$ cat config.mk
export PLATFORM = sky130hd
export DESIGN_NAME = bf4_sdf
export DESIGN_NICKNAME = d
export VERILOG_FILES = /design/src/rtl/fft_pkg.sv /design/src/rtl/tw4_rot.sv /design/src/rtl/bf4_sdf.sv
export SDC_FILE = /design/constraint.sdc
export NUM_CORES = 1
export LEC_CHECK = 0
export ABC_CLOCK_PERIOD_IN_PS = 5100
export BUFFER_PORTS_ARGS = -buffer_cell sky130_fd_sc_hd__buf_2
export CAP_MARGIN = 0
export CORE_MARGIN = 4
export CORE_UTILIZATION = 35
export CTS_BUF_LIST = sky130_fd_sc_hd__clkbuf_4
export CTS_CLUSTER_DIAMETER = 120
export CTS_CLUSTER_SIZE = 25
export DETAILED_ROUTE_END_ITERATION = 7
export GPL_TIMING_DRIVEN = 0
export PLACE_DENSITY = 0.63
export REMOVE_ABC_BUFFERS = 1
export SETUP_SLACK_MARGIN = 0.02
export SLEW_MARGIN = 20
export SYNTH_ARGS = -nofsm -noshare
export SYNTH_HDL_FRONTEND = slang
export SYNTH_SLANG_ARGS = --single-unit
$ cat constraint.sdc
create_clock -name clk -period 5.1 [get_ports clk]
set_input_delay 0.765 -clock clk [delete_from_list [all_inputs] [get_ports clk]]
set_output_delay 0.765 -clock clk [all_outputs]
set_load 0.05 [all_outputs]
$ cat src/rtl/fft_pkg.sv
// -----------------------------------------------------------------------------
// fft_pkg
// Definitions shared by the 32-point FFT pipeline stages and their controllers.
//   - Sample widths: IW for samples entering a stage, OW for the stage output
//     and its feedback delay line.
//   - Controller phase encodings, which must agree with the stage controller.
//   - Trivial twiddle codes n for exp(-j*2*pi*n/4).
// No ports: this is a package.
// -----------------------------------------------------------------------------
package fft_pkg;

    // Sample widths per real/imaginary component. The delay line and the
    // output carry one extra bit so the butterfly sum and difference are exact.
    localparam int IW = 15;
    localparam int OW = IW + 1;

    // Controller phase. Shared with the stage-4 controller, so the encoding
    // is fixed.
    localparam logic [1:0] IDLE    = 2'b00;
    localparam logic [1:0] FIRST   = 2'b01;
    localparam logic [1:0] SECOND  = 2'b10;
    localparam logic [1:0] WAITING = 2'b11;

    // Twiddle codes: ZERO -> 1, ONE -> -j, TWO -> -1, THREE -> +j.
    localparam logic [1:0] ZERO  = 2'b00;
    localparam logic [1:0] ONE   = 2'b01;
    localparam logic [1:0] TWO   = 2'b10;
    localparam logic [1:0] THREE = 2'b11;

endpackage

$ cat src/rtl/tw4_rot.sv
// -----------------------------------------------------------------------------
// tw4_rot
// Purely combinational multiply of a complex sample by one of the trivial
// twiddles 1, -j, -1 and +j. Only swaps and negations are needed, so no
// multiplier is inferred.
// Ports:
//   wn           in  2   twiddle code (ZERO..THREE from fft_pkg)
//   in_r, in_i   in  OW  complex operand, signed
//   out_r, out_i out OW  rotated result, signed
// The caller guarantees that the operand is never the most negative OW-bit
// value, so the negations cannot overflow.
// -----------------------------------------------------------------------------
module tw4_rot #(
    parameter int OW = fft_pkg::OW
) (
    input  logic [1:0]           wn,
    input  logic signed [OW-1:0] in_r,
    input  logic signed [OW-1:0] in_i,
    output logic signed [OW-1:0] out_r,
    output logic signed [OW-1:0] out_i
);

    import fft_pkg::*;

    // (r + j i) times 1, -j, -1 or +j:
    //   -j gives ( i, -r), -1 gives (-r, -i), +j gives (-i,  r).
    always_comb begin
        out_r = in_r;
        out_i = in_i;
        case (wn)
            ONE: begin
                out_r = in_i;
                out_i = -in_r;
            end
            TWO: begin
                out_r = -in_r;
                out_i = -in_i;
            end
            THREE: begin
                out_r = -in_i;
                out_i = in_r;
            end
            default: begin
                out_r = in_r;
                out_i = in_i;
            end
        endcase
    end

endmodule

$ cat src/rtl/bf4_sdf.sv
// -----------------------------------------------------------------------------
// bf4_sdf
// Radix-2 single-delay-feedback butterfly for the 4th stage of the 32-point
// FFT pipeline. It follows the stage-4 controller, which supplies the phase,
// the twiddle code and the sample already aligned with each other.
//
// Per block of 8 samples x0..x7 the controller runs:
//   WAITING x4 : x0..x3 are loaded into the feedback line
//   FIRST   x4 : output x(k) + x(k+4); the line stores x(k) - x(k+4)
//   SECOND  x4 : output (x(k) - x(k+4)) * W(k); the line stores the incoming
//                sample, which is x0..x3 of the next block when blocks run
//                back to back
// IDLE freezes the line and clears the output register.
//
// Ports:
//   clk                    in  1   rising-edge clock
//   rst                    in  1   asynchronous active-high reset
//   valid_i                in  1   controller block-valid flag
//   state                  in  2   controller phase (IDLE/FIRST/SECOND/WAITING)
//   WN                     in  2   twiddle code used during SECOND
//   data_in_r, data_in_i   in  IW  input sample, signed
//   valid_o                out 1   output sample valid
//   data_out_r, data_out_i out OW  butterfly result, signed
//   idx_o                  out 3   position of the output within its block
// All outputs are registered; latency is one cycle.
// -----------------------------------------------------------------------------
module bf4_sdf #(
    parameter int IW    = fft_pkg::IW,
    parameter int OW    = fft_pkg::OW,
    parameter int DEPTH = 4
) (
    input  logic                 clk,
    input  logic                 rst,
    input  logic                 valid_i,
    input  logic [1:0]           state,
    input  logic [1:0]           WN,
    input  logic signed [IW-1:0] data_in_r,
    input  logic signed [IW-1:0] data_in_i,
    output logic                 valid_o,
    output logic signed [OW-1:0] data_out_r,
    output logic signed [OW-1:0] data_out_i,
    output logic [2:0]           idx_o
);

    import fft_pkg::*;

    // Feedback delay line; entry 0 is the head (oldest sample).
    logic signed [OW-1:0] dl_r [DEPTH];
    logic signed [OW-1:0] dl_i [DEPTH];

    logic signed [OW-1:0] a_r;
    logic signed [OW-1:0] a_i;
    logic signed [OW-1:0] head_r;
    logic signed [OW-1:0] head_i;
    logic signed [OW-1:0] sum_r;
    logic signed [OW-1:0] sum_i;
    logic signed [OW-1:0] diff_r;
    logic signed [OW-1:0] diff_i;
    logic signed [OW-1:0] rot_r;
    logic signed [OW-1:0] rot_i;

    logic signed [OW-1:0] tail_r;
    logic signed [OW-1:0] tail_i;
    logic signed [OW-1:0] out_next_r;
    logic signed [OW-1:0] out_next_i;
    logic                 valid_next;
    logic                 shift_en;

    // Sign-extend the input to the delay-line width so the sum and difference
    // with the head are exact.
    assign a_r = {{(OW-IW){data_in_r[IW-1]}}, data_in_r};
    assign a_i = {{(OW-IW){data_in_i[IW-1]}}, data_in_i};

    assign head_r = dl_r[0];
    assign head_i = dl_i[0];

    assign sum_r  = head_r + a_r;
    assign sum_i  = head_i + a_i;
    assign diff_r = head_r - a_r;
    assign diff_i = head_i - a_i;

    // The head only reaches the rotator during SECOND, when it holds a
    // difference of two IW-bit samples, so it is never the most negative
    // OW-bit value.
    tw4_rot #(
        .OW    (OW)
    ) u_rot (
        .wn    (WN),
        .in_r  (head_r),
        .in_i  (head_i),
        .out_r (rot_r),
        .out_i (rot_i)
    );

    // Phase decode: choose what enters the tail of the line and what the
    // output register captures. WAITING and SECOND both load the raw sample;
    // only FIRST feeds back the difference. WN is ignored outside SECOND.
    always_comb begin
        tail_r     = a_r;
        tail_i     = a_i;
        out_next_r = '0;
        out_next_i = '0;
        valid_next = 1'b0;
        case (state)
            FIRST: begin
                tail_r     = diff_r;
                tail_i     = diff_i;
                out_next_r = sum_r;
                out_next_i = sum_i;
                valid_next = valid_i;
            end
            SECOND: begin
                out_next_r = rot_r;
                out_next_i = rot_i;
                valid_next = valid_i;
            end
            default: begin
                out_next_r = '0;
                out_next_i = '0;
                valid_next = 1'b0;
            end
        endcase
    end

    // The line advances on every non-IDLE cycle, whether or not the
    // controller flags the block valid, so it stays in step with the phase.
    assign shift_en = (state != IDLE);

    // Feedback delay line: shift towards the head and insert at the tail.
    always_ff @(posedge clk or posedge rst) begin
        if (rst) begin
            for (int k = 0; k < DEPTH; k++) begin
                dl_r[k] <= '0;
                dl_i[k] <= '0;
            end
        end else if (shift_en) begin
            for (int k = 0; k < DEPTH - 1; k++) begin
                dl_r[k] <= dl_r[k + 1];
                dl_i[k] <= dl_i[k + 1];
            end
            dl_r[DEPTH - 1] <= tail_r;
            dl_i[DEPTH - 1] <= tail_i;
        end
    end

    // Output register. The index counts consecutive valid outputs and wraps
    // naturally at 8; any invalid cycle restarts it at 0, so a block that
    // follows a gap always begins at index 0.
    always_ff @(posedge clk or posedge rst) begin
        if (rst) begin
            valid_o    <= 1'b0;
            data_out_r <= '0;
            data_out_i <= '0;
            idx_o      <= 3'd0;
        end else begin
            valid_o    <= valid_next;
            data_out_r <= out_next_r;
            data_out_i <= out_next_i;
            if (valid_next && valid_o) begin
                idx_o <= idx_o + 3'd1;
            end else begin
                idx_o <= 3'd0;
            end
        end
    end

endmodule

==> results.yml <==
critical_path:
  cp-end-kind: "flip-flop"
  r2r_setup_slack_ns: 2.06
  worstRegToRegCells: 11
  critical_path_required_ns: 5.56
  timing.rr.start: "head_r[0]"
  worstPathArrival_ns: 3.51
  cp-start-kind: "flip-flop"
  r2r_end: "dl_r[14]"
  critPathMaxFanout: 7
  criticalPathCategory: "reg -> reg"
pwr:
  seq_power_share: 0.379
  clkPwrFrac: 0.189
  power.switching_uw: 2057
  p_int_uw: 2955
  finalPower_uw: 5012
  switching_share: 0.4104
  ir_drop_mv: 0.1467
  leakage_uw: 0.005173
  p_comb_frac: 0.432
  powerDensity_nw_per_um2: 426.4
outcome:
  outcome: "complete, but fails checks"
  violations: "design-rule violations"
min_path:
  hp-class: "in -> async"
yosys:
  syn_inst: 1120
  yosys.area.top_type: "dfrtp_1"
  yosys.area.top_type_share: 0.3837
  seq_area_frac_synth: 0.3837
  ys_warn_count: 0
  synth_ff_type: "dfrtp_1"
  async_reset_ff_frac: 1.000
  yosys-top-cells-area: "dfrtp_1, mux2_2, ha_1"
  ys_seq_elements: 164
  avgSynthCellArea_um2: 9.549
  synth_edf_count: 0
  synthDistinctLibCells: 71
  syn_area_um2: 10700
place:
  port_buffers: 72
  hpwl_um: 18700
  gp_congestion: 0.8749
  dpl_cell_area_um2: 11390
cts:
  cts_buffers: 17
  clock-sinks: 164
  cts_hold_buf: 0
  cts-root-buf: "clkbuf_4"
  htreeDepth: 4
  clock_latency_ns: 0.57
  cts_max_path_buffers: 2
  cts-resized-gates: 0
  cts_tree: "done"
  post_cts_buffers: 0
  path_clk_slew_ns: 0.14
drt:
  first_pass_iters: 7
  ant_nets: 0
  drcViolationCount: 1
  vias_per_cell: 5.231
  drt_wl_total_um: 25580
  drt_iter0_drc: 656
  post_drt_wl_per_cell_um: 16.49
  vias: 8113
final_layout:
  final_common_cell: "dfrtp_1"
  n_fill_cell: 2910
  areaGrowthSynthToFinish_pct: 9.897
  final_area_um2: 11750
  nNetsFinal: 1253
  final_cell_mix: "dfrtp_1, mux2_2, nand2_1"
  drive_gt1_frac: 0.1967
global_route:
  grt_pass1_vias: 7910
  grt_remaining_overflow: 0
  grt_first_pass_wirelength_um: 42130
  grt_usage: 0.1546
  antenna_found_initial: 6
  grt_max_degree: 94
die:
  die_h_um: 182.8
  start_util: 0.3580
  io_pins: 73
  core_area_um2: 29870
  fp-row-count: 63
  dieArea_um2: 33420
  die_x_um: 182.8
sta:
  finClkSkew_ns: 0.02202
  min_period_ns: 3.044
  finalCritPeriodShare: 0.5968
  setup_viol: 0
  max_slew_margin: 0.3719
  max_freq_mhz: 328.6
  slew_viol_final: 0
  rsz0062_at_grt: "false"
  hold_viol_final: 0
  worst_pin_slew_ns: 0.9422
flow_run:
  maxCapViolations: 0
Yosys cell counts, types with 5 or more instances:
library cell	n
buf_1	8
a211oi_1	10
a21o_1	11
inv_1	70
nand2b_1	16
nor4_1	9
nand2_1	85
a22oi_1	8
o22ai_1	8
o21ai_0	68
o211ai_1	8
o31ai_1	16
xnor2_1	63
nand3_1	17
nor3_1	20
clkbuf_1	51
nand4_1	6
ha_1	66
mux2_2	91
o221ai_1	5
and2_1	6
dfrtp_1	164
o21bai_1	14
mux2i_1	17
xor2_1	22
nor2b_1	16
mux4_2	6
nor2_1	70
a21oi_1	84
buf_2	7
logic make-up after synthesis:
kind of cell	count (synthesis)	share of synthesized area
simple gates	268	0.1206
fa+ha+maj	70	0.08470
flops	164	0.3837
xor+xnor	85	0.06961
buf+inv	141	0.05171
mux	114	0.1244
compound gates	278	0.1653
metrics by stage:
stage | TNS [ns] | setup slack (ns) | std cells | utilization | hold slack [ns]
3_5_place_dp | 0 | 1.724 | 1517 | 0.3814 | 0.4692
2_1_floorplan | -16.39 | -0.09833 | 1051 | - | 0.4460
4_1_cts | 0 | 2.060 | 1549 | 0.3933 | 0.1975
3_3_place_gp | -445.22 | -2.009 | 1513 | 0.3769 | 0.4433
6_report | 0 | 2.056 | 1551 | 0.3934 | 0.2292
5_1_grt | 0 | 1.908 | 1551 | 0.3934 | 0.2055
flip-flops by register name, indices dropped and copies added, names as in the netlist:
| register | flops |
|---|---|
| dl_i | 48 |
| idx_o | 3 |
| data_out_i | 16 |
| data_out_r | 16 |
| head_r | 16 |
| head_i | 16 |
| valid_o | 1 |
| dl_r | 48 |
worst max-delay path, cell delays in order (launching register included):
cell,delay [ns]
dfrtp_1,0.49
inv_1,0.13
ha_1,0.17
inv_1,0.05
fa_1,0.42
a21o_1,0.21
a221oi_2,0.42
o31ai_1,0.16
a21oi_1,0.33
o41ai_2,0.15
mux2i_1,0.15
a221o_1,0.27
cell type report:
class	instances	area (um2)	area share
inverters	72	277.8	0.02363
clock buffers	17	127.6	0.01086
multi-input cells	815	6053	0.5150
diodes	2	5.005	0.0004258
clock inverters	15	227.7	0.01937
repair buffers	76	470.5	0.04003
well taps	390	488.0	0.04152
flip-flops and latches	164	4104	0.3492
power by group through the flow:
stage	logic (uW)	clock network, uW	registers (uW)
6_report	2170	947	1900
5_1_grt	2410	1040	1940
4_1_cts	2170	982	1900
3_5_place_dp	2150	0	1920
3_3_place_gp	2130	0	1910
2_1_floorplan	1560	0	1970
how the worst max path moves through the flow:
stage | from | end | depth (start not counted)
4_1_cts | head_r[1] | data_out_r[12] | 9
2_1_floorplan | rst | data_out_i[0] | 1
6_report | head_r[0] | dl_r[14] | 11
5_1_grt | head_r[0] | dl_r[14] | 11
3_3_place_gp | state[0] | dl_r[15] | 7
3_5_place_dp | data_in_r[0] | data_out_r[12] | 11
metal layers:
| metal | wire (um) | vias up | track usage |
|---|---|---|---|
| li1 | - | 4000 | - |
| met1 | 11890 | 3933 | 0.2113 |
| met2 | 12140 | 140 | 0.2504 |
| met3 | 1135 | 30 | 0.03411 |
| met4 | 366 | 10 | 0.04052 |
| met5 | 56 | - | 0 |
Power figures use the tool's default switching activity.
